[config.mk]
export PLATFORM = sky130hd
export DESIGN_NAME = grey_counter
export DESIGN_NICKNAME = d
export VERILOG_FILES = /design/src/rtl/grey_pkg.sv /design/src/rtl/grey_prescaler.sv /design/src/rtl/grey_counter.sv
export SDC_FILE = /design/constraint.sdc
export NUM_CORES = 1
export LEC_CHECK = 0
export CAP_MARGIN = 20
export CORE_UTILIZATION = 49
export CTS_BUF_LIST = sky130_fd_sc_hd__clkbuf_16
export DETAILED_ROUTE_END_ITERATION = 8
export PLACE_DENSITY_LB_ADDON = 0.08
export SLEW_MARGIN = 20
export SYNTH_ARGS = -nofsm -noshare
export SYNTH_HDL_FRONTEND = slang
export SYNTH_HIERARCHICAL = 1
export SYNTH_SLANG_ARGS = --single-unit
[constraint.sdc]
create_clock -name i_clk -period 2.4 [get_ports i_clk]
set_input_delay 0.36 -clock i_clk [delete_from_list [all_inputs] [get_ports i_clk]]
set_output_delay 0.36 -clock i_clk [all_outputs]
set_load 0.01 [all_outputs]
[src/rtl/grey_pkg.sv]
// grey_pkg: one-bit-step decade grey code table shared by the counter and the seven-segment decoder
package grey_pkg;
  localparam logic [4:0] pZERO  = 5'b10001;
  localparam logic [4:0] pONE   = 5'b00001;
  localparam logic [4:0] pTWO   = 5'b00011;
  localparam logic [4:0] pTHREE = 5'b00010;
  localparam logic [4:0] pFOUR  = 5'b00110;
  localparam logic [4:0] pFIVE  = 5'b00100;
  localparam logic [4:0] pSIX   = 5'b01100;
  localparam logic [4:0] pSEVEN = 5'b01000;
  localparam logic [4:0] pEIGHT = 5'b11000;
  localparam logic [4:0] pNINE  = 5'b10000;
  localparam logic [4:0] pDP    = 5'b10101;

  typedef enum logic {S_RUN, S_DP} state_e;

  function automatic logic [4:0] digit_to_grey(input logic [3:0] d);
    case (d)
      4'd1:    return pONE;
      4'd2:    return pTWO;
      4'd3:    return pTHREE;
      4'd4:    return pFOUR;
      4'd5:    return pFIVE;
      4'd6:    return pSIX;
      4'd7:    return pSEVEN;
      4'd8:    return pEIGHT;
      4'd9:    return pNINE;
      default: return pZERO;
    endcase
  endfunction

  function automatic logic grey_is_digit(input logic [4:0] g);
    for (int i = 0; i < 10; i++)
      if (digit_to_grey(4'(i)) == g) return 1'b1;
    return 1'b0;
  endfunction

  function automatic logic [3:0] grey_to_digit(input logic [4:0] g);
    for (int i = 0; i < 10; i++)
      if (digit_to_grey(4'(i)) == g) return 4'(i);
    return 4'd0;
  endfunction
endpackage

[src/rtl/grey_prescaler.sv]
// grey_prescaler: emits one step per P_DIV enabled clocks; P_DIV=1 makes o_step follow i_en
module grey_prescaler #(
  parameter int P_DIV = 4
) (
  input  logic i_clk,
  input  logic i_rst,
  input  logic i_clr,
  input  logic i_en,
  output logic o_step
);
  localparam int W = P_DIV > 1 ? $clog2(P_DIV) : 1;
  logic [W-1:0] cnt;
  assign o_step = i_en && cnt == W'(P_DIV - 1);
  always_ff @(posedge i_clk)
    if (i_rst || i_clr || o_step) cnt <= '0;
    else if (i_en) cnt <= cnt + 1'b1;
endmodule

[src/rtl/grey_counter.sv]
// grey_counter: prescaled up/down decade counter with grey-coded output, load, carry and wrap DP code
module grey_counter
  import grey_pkg::*;
#(
  parameter int P_DIV        = 4,
  parameter bit P_DP_ON_WRAP = 1'b1
) (
  input  logic       i_clk,
  input  logic       i_rst,
  input  logic       i_en,
  input  logic       i_up,
  input  logic       i_load,
  input  logic [3:0] i_load_val,
  output logic [4:0] o_grey,
  output logic [3:0] o_bcd,
  output logic       o_carry
);
  state_e state_q, state_d;
  logic step, legal, wrap, carry_d;
  logic [3:0] nxt_digit, load_digit, bcd_d;
  logic [4:0] grey_d;

  grey_prescaler #(.P_DIV(P_DIV)) u_prescaler (
    .i_clk (i_clk),
    .i_rst (i_rst),
    .i_clr (i_load),
    .i_en  (i_en),
    .o_step(step)
  );

  assign legal      = grey_is_digit(o_grey);
  assign wrap       = i_up ? o_bcd == 4'd9 : o_bcd == 4'd0;
  assign nxt_digit  = wrap ? (i_up ? 4'd0 : 4'd9) : (i_up ? o_bcd + 4'd1 : o_bcd - 4'd1);
  assign load_digit = i_load_val > 4'd9 ? 4'd0 : i_load_val;

  always_ff @(posedge i_clk)
    if (i_rst) state_q <= S_RUN;
    else state_q <= state_d;

  always_comb begin
    state_d = state_q;
    if (i_load) state_d = S_RUN;
    else if (step) state_d = (state_q == S_RUN && legal && wrap && P_DP_ON_WRAP) ? S_DP : S_RUN;
  end

  // A corrupted code in RUN is repaired to zero on the next step rather than counted from.
  always_comb begin
    bcd_d   = o_bcd;
    grey_d  = o_grey;
    carry_d = 1'b0;
    if (i_load) begin
      bcd_d  = load_digit;
      grey_d = digit_to_grey(load_digit);
    end else if (step && state_q == S_DP) begin
      grey_d = digit_to_grey(o_bcd);
    end else if (step && !legal) begin
      bcd_d  = 4'd0;
      grey_d = pZERO;
    end else if (step) begin
      bcd_d   = nxt_digit;
      carry_d = wrap;
      grey_d  = (wrap && P_DP_ON_WRAP) ? pDP : digit_to_grey(nxt_digit);
    end
  end

  always_ff @(posedge i_clk)
    if (i_rst) begin
      o_grey  <= pZERO;
      o_bcd   <= 4'd0;
      o_carry <= 1'b0;
    end else begin
      o_grey  <= grey_d;
      o_bcd   <= bcd_d;
      o_carry <= carry_d;
    end
endmodule

Word level (Yosys, flattened, before mapping)
Memories as Yosys holds them, arrays and structs flattened. A register that Yosys moved wholly into a read port is not among the register bits.
Index checks and enable logic that the tools add are counted.
Word-level totals
  bits in registers: 13
  bits in latches: 0
  memory bits (writable): 0
  memory bits (read-only): 240
  bits of input ports: 9
  output and inout port bits: 10
  logic and storage cells: 193
  memories kept: 3
Operators by class
  $add $sub $neg: 3
  multiply operators: 0
  div/mod/pow operators: 0
  magnitude comparators: 1
  eq/ne operators: 13
  shifts and indexed selects: 0
  mux-type cells: 152
  bitwise gates (word level): 2
  reduce and logical (&&, ||, !) cells: 14
Memories
  (name not given): depth 16, width 5, rd ports 1, clocked after memory_dff 0, wr ports 0, RTL line grey_pkg.sv:18  | case (d)
  (name not given): depth 16, width 5, rd ports 1, clocked after memory_dff 1, wr ports 0, RTL line grey_pkg.sv:18
  (name not given): depth 16, width 5, rd ports 1, clocked after memory_dff 0, wr ports 0, RTL line grey_pkg.sv:18
Operator list (number)
  5-bit two-way mux: 50
  1-bit two-way mux: 92
  5-bit equality test: 9
  4-bit two-way mux: 10
  5-bit equality test (first input constant): 1
  1-bit logical AND: 5
  5-bit OR reduction: 1
  4-bit by 1-bit adder with 4-bit output (second input constant): 1
  4-bit equality test (second input constant): 1
  4-bit greater-than comparator (second input constant): 1
  4-bit zero test: 1
  4-bit nonzero test: 1
  4-bit by 1-bit subtractor with 4-bit output (second input constant): 1
  3-bit nonzero test: 1
  2-bit by 1-bit adder with 2-bit output (second input constant): 1
  2-bit equality test (second input constant): 1
  1-bit logical OR: 2
  2-bit != test (second input constant): 1
  1-bit inverter: 2
  2-bit AND reduction: 1
  2-bit OR reduction: 1
  1-bit zero test: 1

Longest topological paths before layout
Gate-level depths: netlist of the first run.
  depth after elaboration: 118
  gate-level depth with buffers: 9
  depth with buffers taken out: 9

By module
Netlist of the first run, hierarchy kept.
Modules (own cells, without submodules)
  grey_counter: times used 1, cells an instance 155, area each 1246.2 um^2, seq. area each 320.3 um^2
  grey_prescaler: times used 1, cells an instance 10, area each 107.6 um^2, seq. area each 40.0 um^2

Worst setup path after synthesis of the first run
No wires, ideal clock.
  path kind: input to register
  start: input port i_up
  end: register (tool-made name)
  library setup time: 0.121 ns
  data arrival time: 2.128 ns
  required time: 2.279 ns
  slack: 0.150 ns
  stages: 7
  buffers on the path: 0
  cells stage by stage: inv_1 fa_1 xnor2_1 or4_1 o32a_2 and4_4 mux2_4
RTL lines
  start: declaration: RTL line grey_counter.sv:11  | input logic i_up,

==> key figures, run 1 <==
Setup path
  • Worst EP required: roughly 2.5 ns
  • Worst path top cell family by delay: simple AND/OR/NAND/NOR gates
  • RR Startpoint: o_bcd[1]
  • Startpoint Class: input port
  • Crit-path slowest cell: or4_4
  • Worst-path cell chain: clkdlybuf4s50_1 > and2_4 > nand2b_4 > a22o_1 > or4_4 > o32a_4 > and4_4 > mux2_4
  • Worst Path Buf+Inv: 1
  • CP max FO: 3
  • Worst Setup SP: i_en
  • Worst stage delay on the critical path: a little under 0.5 ns
  • Reg2Reg Setup Slack: approximately 0.09 ns
  • Arr. time, crit path: ~2.5 ns
  • Setup CP Type: in2reg
  • Setup crit end kind: register

Finish
  • Fin nets: 223
  • Final Non-Filler Cells: 239
  • Number of diodes: 0
  • Share of cells above drive strength 1: 25.4%
  • Leading cell type in the layout, fill and taps excluded: buf_4
  • Final core utilization: 73.6%
  • Most frequent cells in the layout: 29 x buf_4, 18 x dfxtp_1, 17 x clkdlybuf4s50_1, 14 x nand2_1, 14 x a21oi_1
  • # fillers: 205
  • Reg area: 360 um2
  • Post-route cell area: 0.00187 mm2
  • Syn-to-layout area delta: 38.4%
  • Multi-input logic area: roughly 970 um2

Synthesis
  • Cell taking the most area after synthesis: dfxtp_1
  • Ys Warns: 6
  • Synth Net Count: between 150 and 200
  • Syn Area/Cell: 8.20 um2
  • Mapped Cells: 165
  • Top cells by area, synth: dfxtp_1 27%, a21oi_1 5.2%, nand2_1 3.9%
  • Sequential fraction of the synthesis area: 26.6%
  • Post-synth cell types: 55
  • Ys async rst share: 0%
  • Yosys reg bits: 18
  • Most used DFF post-synth: dfxtp_1
  • Syn Std Cell Area: 0.00135 mm2
  • Number of flops mapped to enable cells by yosys: 0
  • Area share of the largest cell type after synthesis: around a quarter

Floorplan
  • Die Wd: around 55 um
  • Num rows: 18
  • Die area: about 0.003 mm2
  • Initial cell density of the core: 53.2%
  • Core area: 0.00254 mm2
  • Top-level I/O count: 19
  • Die height: 54.6 um

Place
  • GP Congestion: 0.944
  • Post-detail-place hpwl: 2.89 mm
  • Placed cells: 235
  • Placed cell area: 0.00176 mm2
  • Port bufs: 18

CTS
  • Post-CTS Setup Bufs: 0
  • CTS Buf Count: 3
  • H-tree levels: 1
  • Latest clock arrival within the worst-skew pair: 0.25 ns
  • CTS tree: built
  • CTS root buf: clkbuf_16
  • Worst-path clk slew: ~0.06 ns
  • Max Root-Sink Buffers: 2
  • # clock sinks: 18

Global route
  • Total GRT Usage: 29.5%
  • Vias in the first global route: 1,332
  • Total grt overflow: 0
  • First-pass GRT wire length: 6.08 mm
  • Largest net degree at the start of global routing: 23
  • Initial antenna violation count: 0

Timing
  • Clock skew: approximately 0.0049 ns
  • Final Slew Violations: 0
  • Unrepaired setup endpoints after global routing: no
  • Crit path time final: 2.34 ns
  • FMAX: 427 MHz
  • # setup viols final: 0
  • Period utilization: 97.5%
  • Hold violation count in the final report: 0
  • Setup TNS: 0 ns
  • Worst-Margin Slew: 0.456 ns
  • Slew HR: 69.4%
  • Hold_ws: 0.506 ns

Detailed routing
  • TritonRoute pass-1 iters: 4
  • Routed Antenna Nets: 0
  • Final WL: 3.91 mm
  • DRC: 0
  • Vias: between 1,000 and 1,500
  • DR WL/cell: 16.4 um
  • Post-DR vias/cell: between 6 and 7
  • Drt first-iter violations: 57

Hold path
  • Hold path startpoint: u_prescaler/cnt[1]
  • Hold crit path type: reg2reg

Run status
  • Status: finished clean

Power
  • VDD IR max: 430 uV
  • Pwr Density: 526 mW/mm2
  • Leak pwr: 0.783 nW

Flow run
  • Maxcap violations: 0
==> path summary, 6_finish.rpt <==
kind,end,cells past startpoint
setup / recovery,register,8
hold / removal,u_prescaler/cnt[1],2
hold reg to reg,u_prescaler/cnt[1],2
setup reg to reg,register,6
==> report_power, final <==
part           leakage (nW)  switching, mW  total [mW]  internal (mW)
clock                0.0385          0.121       0.343          0.222
combinational         0.596          0.147       0.303          0.156
sequential            0.148         0.0188       0.340          0.321
==> metal layers <==
layer  share of wire [%]  wire (um)  vias up  GRT usage (%)
met5                   0          0        -              0
met4                 1.4         53        0           10.3
met3                 7.2        282        9           3.61
met2                  51       1990       67           51.4
met1                  40       1590      687           37.0
li1                    -          -      704              -
==> synth_stat cells (2+ instances only) <==
cell / instances
mux2i_1: 3
nand3b_1: 3
o21ai_0: 9
or3b_1: 2
dfxtp_1: 18
ha_1: 3
a211oi_2: 2
or3_1: 2
nand3_1: 6
nor2_1: 13
a21o_1: 2
and2_1: 4
a21oi_1: 14
buf_2: 2
or4_1: 2
clkbuf_1: 5
o211ai_1: 2
nand2_1: 14
nand2b_1: 4
inv_1: 6
o311a_1: 2
a31oi_1: 2
or2_1: 2
nor3_1: 10
a211oi_1: 3
==> timing repair <==
item,CTS,global route
hold endpoints to repair,0,0
pin swaps,3,1
gates resized for setup,9,1
hold buffers,0,0
endpoints found under the setup margin,8,3
==> worst reg2reg max path, delay by kind of cell (launching register included) <==
kind | cells | cell delay [ns]
AND/OR/NAND/NOR | 2 | 0.74
adder cells (fa/ha/maj) | 1 | 0.44
AO/OA/AOI/OAI | 1 | 0.24
multiplexers | 1 | 0.24
flip-flops | 1 | 0.38
XOR/XNOR | 1 | 0.16
==> metrics by stage <==
step	power (mW)	worst slack, ns
after global routing	1.02	0.0114
after CTS	0.981	0.0452
after detailed placement	0.632	-0.371
after floorplan	0.503	0.150
final	0.986	0.0590
after global placement	0.623	-0.319
==> final cells by class <==
class | count | area share, %
Timing Repair Buffer | 47 | 21.2
Tap cell | 30 | 2.00
Clock inverter | 1 | 0.200
Inverter | 7 | 1.40
Multi-Input combinational cell | 133 | 52.0
Clock buffer | 3 | 4.01
Sequential cell | 18 | 19.2
==> kinds of logic after synthesis <==
family                   after synthesis  synth area share (%)
AND/OR/NAND/NOR                       68                  27.4
XOR/XNOR                               3                  2.96
AO/OA/AOI/OAI                         52                  29.8
flip-flops                            18                  26.6
multiplexers                           6                  4.99
buffers and inverters                 14                  4.07
adder cells (fa/ha/maj)                4                  4.25
No activity file was read; power rests on OpenSTA's default activity.
==> inputs of run 2 (changes only) <==
- CORE_UTILIZATION: 49 -> 56
- DONT_BUFFER_PORTS: not set -> 1
==> key figures, run 2 (synthesis results as in run 1) <==
Run status
  • Status: finished clean

Power
  • Sw Ratio: between 20% and 30%
  • Leak pwr: between 0.6 and 0.7 nW
  • Psw: between 200 and 250 uW
  • VDD IR max: 478 uV
  • Logic pwr share: between 20 and 25%
  • Clock Power Share: 38.0%
  • Sequential share of power: 38.9%
  • Pwr Density: ~580 mW/mm2
  • Internal power: 638 uW

Global route
  • Total GRT Usage: 27.0%
  • Largest net degree at the start of global routing: 27
  • Total grt overflow: 0
  • First-pass GRT wire length: 5.18 mm
  • Vias in the first global route: 1,156
  • Initial antenna violation count: 0

Timing
  • Period utilization: 95.7%
  • # setup viols final: 0
  • Setup TNS: 0 ns
  • Slew HR: 65.0%
  • Hold violation count in the final report: 0
  • Clock skew: 0.00347 ns
  • Unrepaired setup endpoints after global routing: no
  • Hold_ws: 0.173 ns
  • Final Slew Violations: 0
  • FMAX: 436 MHz
  • Crit path time final: 2.30 ns
  • Worst-Margin Slew: 0.525 ns

Setup path
  • Setup CP Type: reg2reg
  • Arr. time, crit path: 2.43 ns
  • Worst EP required: 2.54 ns
  • CP max FO: 6
  • Worst stage delay on the critical path: 0.44 ns
  • Startpoint Class: register
  • Worst-path cell chain: ha_1 > a21o_1 > a21oi_2 > mux2i_1 > a211oi_2 > a31o_2 > mux2_2
  • Crit-path slowest cell: dfxtp_1
  • Setup crit end kind: register

CTS
  • CTS tree: built
  • CTS root buf: clkbuf_16
  • CTS Hold Bufs: 0
  • Latest clock arrival within the worst-skew pair: 0.25 ns
  • Max Root-Sink Buffers: 2
  • Worst-path clk slew: roughly 0.050 ns
  • H-tree levels: 1
  • # clock sinks: 18
  • Post-CTS Setup Bufs: 0
  • CTS Buf Count: 3

Detailed routing
  • DRC: 0
  • Post-DR vias/cell: 6.54
  • Routed Antenna Nets: 0
  • TritonRoute pass-1 iters: 4
  • Drt first-iter violations: 34
  • Vias: 1,315
  • DR WL/cell: approximately 16 um
  • Final WL: 3.31 mm

Finish
  • Reg area: 360 um2
  • # fillers: just under 200
  • Number of diodes: 0
  • Multi-input logic area: 940 um2
  • Most frequent cells in the layout: 18 x dfxtp_1, 14 x nand2_1, 14 x a21oi_1, 13 x nor2_1, 11 x buf_4
  • Fin nets: 187
  • Leading cell type in the layout, fill and taps excluded: dfxtp_1
  • Share of cells above drive strength 1: 17.3%
  • Syn-to-layout area delta: 12.5%

Place
  • GP Congestion: between 0.9 and 1
  • Post-detail-place hpwl: between 2 and 2.5 mm
  • Port bufs: 0

Floorplan
  • Die Wd: 51.2 um
  • Initial cell density of the core: 60.0%
  • Top-level I/O count: 19
  • Die height: around 50 um
  • Core area: between 0.002 and 0.0025 mm2
  • Num rows: 17
  • Die area: 0.00262 mm2

Flow run
  • Maxcap violations: 0

Hold path
  • Hold crit path type: in2reg
run 2: cell count changes in the layout (fill, tap and decap cells not counted), sizes merged:
cell,previous run,this run
clkdlybuf4s50,17,0
buf,29,11
dlygate4sd2,1,0
run 2: layer usage:
metal	wire, um	vias to the layer above	GRT usage [%]
met3	220	6	4.76
met1	1450	623	36.0
met2	1590	61	43.6
met5	0	-	0
met4	43	0	8.80
li1	-	625	-
run 2: layout make-up:
cell class	instances	area share [%]
flip-flops and latches	18	23.7
clock inverters	1	0.247
multi-input cells	133	61.7
well taps	28	2.30
inverters	7	1.73
repair buffers	11	5.42
clock buffers	3	4.93
run 2: path summary, 6_finish.rpt:
check | from | endpoint | slack (ns) | depth (start not counted)
setup / recovery | o_bcd[1] | register | 0.10 | 7
hold / removal | i_rst | u_prescaler/cnt[0] | 0.17 | 1
setup reg to reg | o_bcd[1] | register | 0.10 | 7
hold reg to reg | u_prescaler/cnt[1] | u_prescaler/cnt[1] | 0.48 | 2
run 2: what timing repair did:
item,in CTS,in global routing
hold endpoints to repair,0,0
resized for setup,0,2
endpoints found under the setup margin,0,3
run 2: critical path, delay by kind of cell, from the launching register on:
family	cells	cell delay [ns]
fa+ha+maj	1	0.28
mux	2	0.48
flops	1	0.44
compound gates	4	0.99
run 2: stage by stage:
step / total power [mW] / area (um2) / worst slack, ns / instances / utilization [%]
6_report: 0.884 / 1520 / 0.104 / 201 / 67.5
5_1_grt: 0.913 / 1520 / 0.0208 / 201 / 67.5
4_1_cts: 0.881 / 1520 / 0.0757 / 201 / 67.5
3_5_place_dp: 0.548 / 1440 / 0.0852 / 197 / 64.0
3_3_place_gp: 0.543 / 1440 / 0.110 / 197 / 64.0
2_1_floorplan: 0.503 / 1350 / 0.150 / 165 / -
run 2: power by group through the flow:
stage	Combinational (mW)	Sequential, mW	Clock (mW)
final	0.204	0.344	0.336
after global routing	0.221	0.346	0.346
after CTS	0.201	0.343	0.337
after detailed placement	0.199	0.349	0
after global placement	0.194	0.349	0
after floorplan	0.157	0.346	0
==> inputs of run 3 (changes only) <==
- CORE_MARGIN: not set -> 2
- TNS_END_PERCENT: not set -> 5
==> key figures, run 3 (synthesis results as in run 1) <==
CTS
  • CTS tree: built
  • Post_cts resized: 0
  • Post-CTS Setup Bufs: 0
  • # clock sinks: 18
  • Latest clock arrival within the worst-skew pair: 0.25 ns
  • Max Root-Sink Buffers: 2
  • H-tree levels: 1
  • CTS Hold Bufs: 0
  • CTS Buf Count: 3
  • CTS root buf: clkbuf_16
  • Worst-path clk slew: 0.05 ns

Power
  • VDD IR max: 464 uV
  • Internal power: 639 uW
  • Clock Power Share: 37.7%
  • Sequential share of power: between 30% and 40%
  • Total power: 883 uW
  • Pwr Density: 576 mW/mm2
  • Psw: 244 uW
  • Logic pwr share: 23.3%
  • Leak pwr: about 0.61 nW
  • Sw Ratio: 27.6%

Global route
  • M2 GR Usage: 42.7%
  • Grt met1 use: 33.5%
  • Largest net degree at the start of global routing: 27
  • Initial antenna violation count: 0
  • Busiest layer in global routing: met2
  • GRT met3 Usage: 5.08%
  • Vias in the first global route: 1,180
  • Total grt overflow: 0
  • First-pass GRT wire length: 5.32 mm
  • Total GRT Usage: 26.6%

Run status
  • Status: finished clean

Finish
  • Number of diodes: 0
  • Most frequent cells in the layout: 17 x dfxtp_1, 14 x nand2_1, 13 x nor2_1, 13 x a21oi_1, 11 x buf_4
  • Syn-to-layout area delta: 13.2%
  • Final Non-Filler Cells: 201
  • Leading cell type in the layout, fill and taps excluded: dfxtp_1
  • Fin nets: 187
  • Share of cells above drive strength 1: 19.1%

Timing
  • Worst-Margin Slew: 0.532 ns
  • Slew HR: between 60 and 70%
  • Crit path time final: 2.28 ns
  • Clock skew: 0.00130 ns
  • Unrepaired setup endpoints after global routing: no
  • Period utilization: 95.0%
  • Final Slew Violations: 0
  • FMAX: 439 MHz
  • Setup TNS: 0 ns
  • Hold violation count in the final report: 0
  • # setup viols final: 0

Floorplan
  • Initial cell density of the core: 60.0%
  • Top-level I/O count: 19
  • Die Wd: 53.2 um
  • Core area: 0.00225 mm2
  • Die height: 53.2 um
  • Num rows: 17
  • Die area: 0.00283 mm2

Setup path
  • Crit-path slowest cell: or4_1
  • Setup crit end kind: register
  • Worst-path cell chain: ha_2 > and2_2 > nand2b_4 > a22o_1 > or4_1 > o32a_2 > and4_4 > mux2_4
  • Startpoint Class: register
  • Worst Setup SP: u_prescaler/cnt[0]
  • Worst Reg2Reg Path Length in Cells: 8
  • Arr. time, crit path: 2.42 ns
  • RR Startpoint: u_prescaler/cnt[0]
  • Worst stage delay on the critical path: 0.49 ns
  • CP max FO: 3
  • Cell count along the critical path: 8
  • Worst path top cell family by delay: simple AND/OR/NAND/NOR gates
  • Reg2Reg Setup Slack: 0.12 ns
  • Worst EP required: approximately 2.5 ns
  • Setup CP Type: reg2reg
  • Worst Path Buf+Inv: 0

Flow run
  • Maxcap violations: 0

Detailed routing
  • DR WL/cell: 16.6 um
  • Drt first-iter violations: 54
  • Vias: 1,305
  • Final WL: 3.34 mm
  • Routed Antenna Nets: 0
  • Post-DR vias/cell: 6.49
  • TritonRoute pass-1 iters: 4
  • DRC: 0

Place
  • Port bufs: 0
  • GP Congestion: approximately 0.88
  • Placed cells: 197
  • Post-detail-place hpwl: 2.59 mm

Hold path
  • Hold crit path type: in2reg
  • Hold depth: 1
-- run 3: area by class of cell --
cell class	count	area [um2]
clock buffer	3	75.1
timing repair buffer	11	82.6
inverter	7	26.3
multi-input combinational	133	948
fill	199	722
clock inverter	1	3.75
sequential	18	362
tap	28	35.0
-- run 3: metrics by stage --
step | worst slack [ns] | area, um2 | util [%] | hold slack [ns]
after detailed placement | 0.0975 | 1440 | 64.0 | 0.430
after CTS | 0.0644 | 1520 | 67.5 | 0.168
after floorplan | 0.150 | 1350 | - | 0.425
final | 0.120 | 1530 | 68.0 | 0.164
after global routing | 0.0231 | 1530 | 68.0 | 0.160
after global placement | 0.109 | 1440 | 64.0 | 0.426
-- run 3: worst min path at each step --
stage / from / slack [ns] / to
finish: i_rst / 0.16 / u_prescaler/cnt[0]
CTS: i_rst / 0.17 / u_prescaler/cnt[0]
floorplan: i_rst / 0.42 / u_prescaler/cnt[0]
global placement: i_rst / 0.43 / u_prescaler/cnt[0]
global route: i_rst / 0.16 / u_prescaler/cnt[0]
detailed placement: i_rst / 0.43 / u_prescaler/cnt[0]
-- run 3: per-layer routing --
metal | vias to the layer above | share of wire [%]
met5 | - | 0
met4 | 0 | 2.3
met3 | 9 | 5.2
met2 | 41 | 48
met1 | 628 | 44
li1 | 627 | -
-- run 3: power groups by stage --
stage | Combinational (mW) | Sequential [mW] | Clock [mW]
floorplan | 0.157 | 0.346 | 0
global placement | 0.194 | 0.349 | 0
detailed placement | 0.200 | 0.350 | 0
CTS | 0.201 | 0.344 | 0.337
global route | 0.225 | 0.347 | 0.346
finish | 0.206 | 0.345 | 0.333
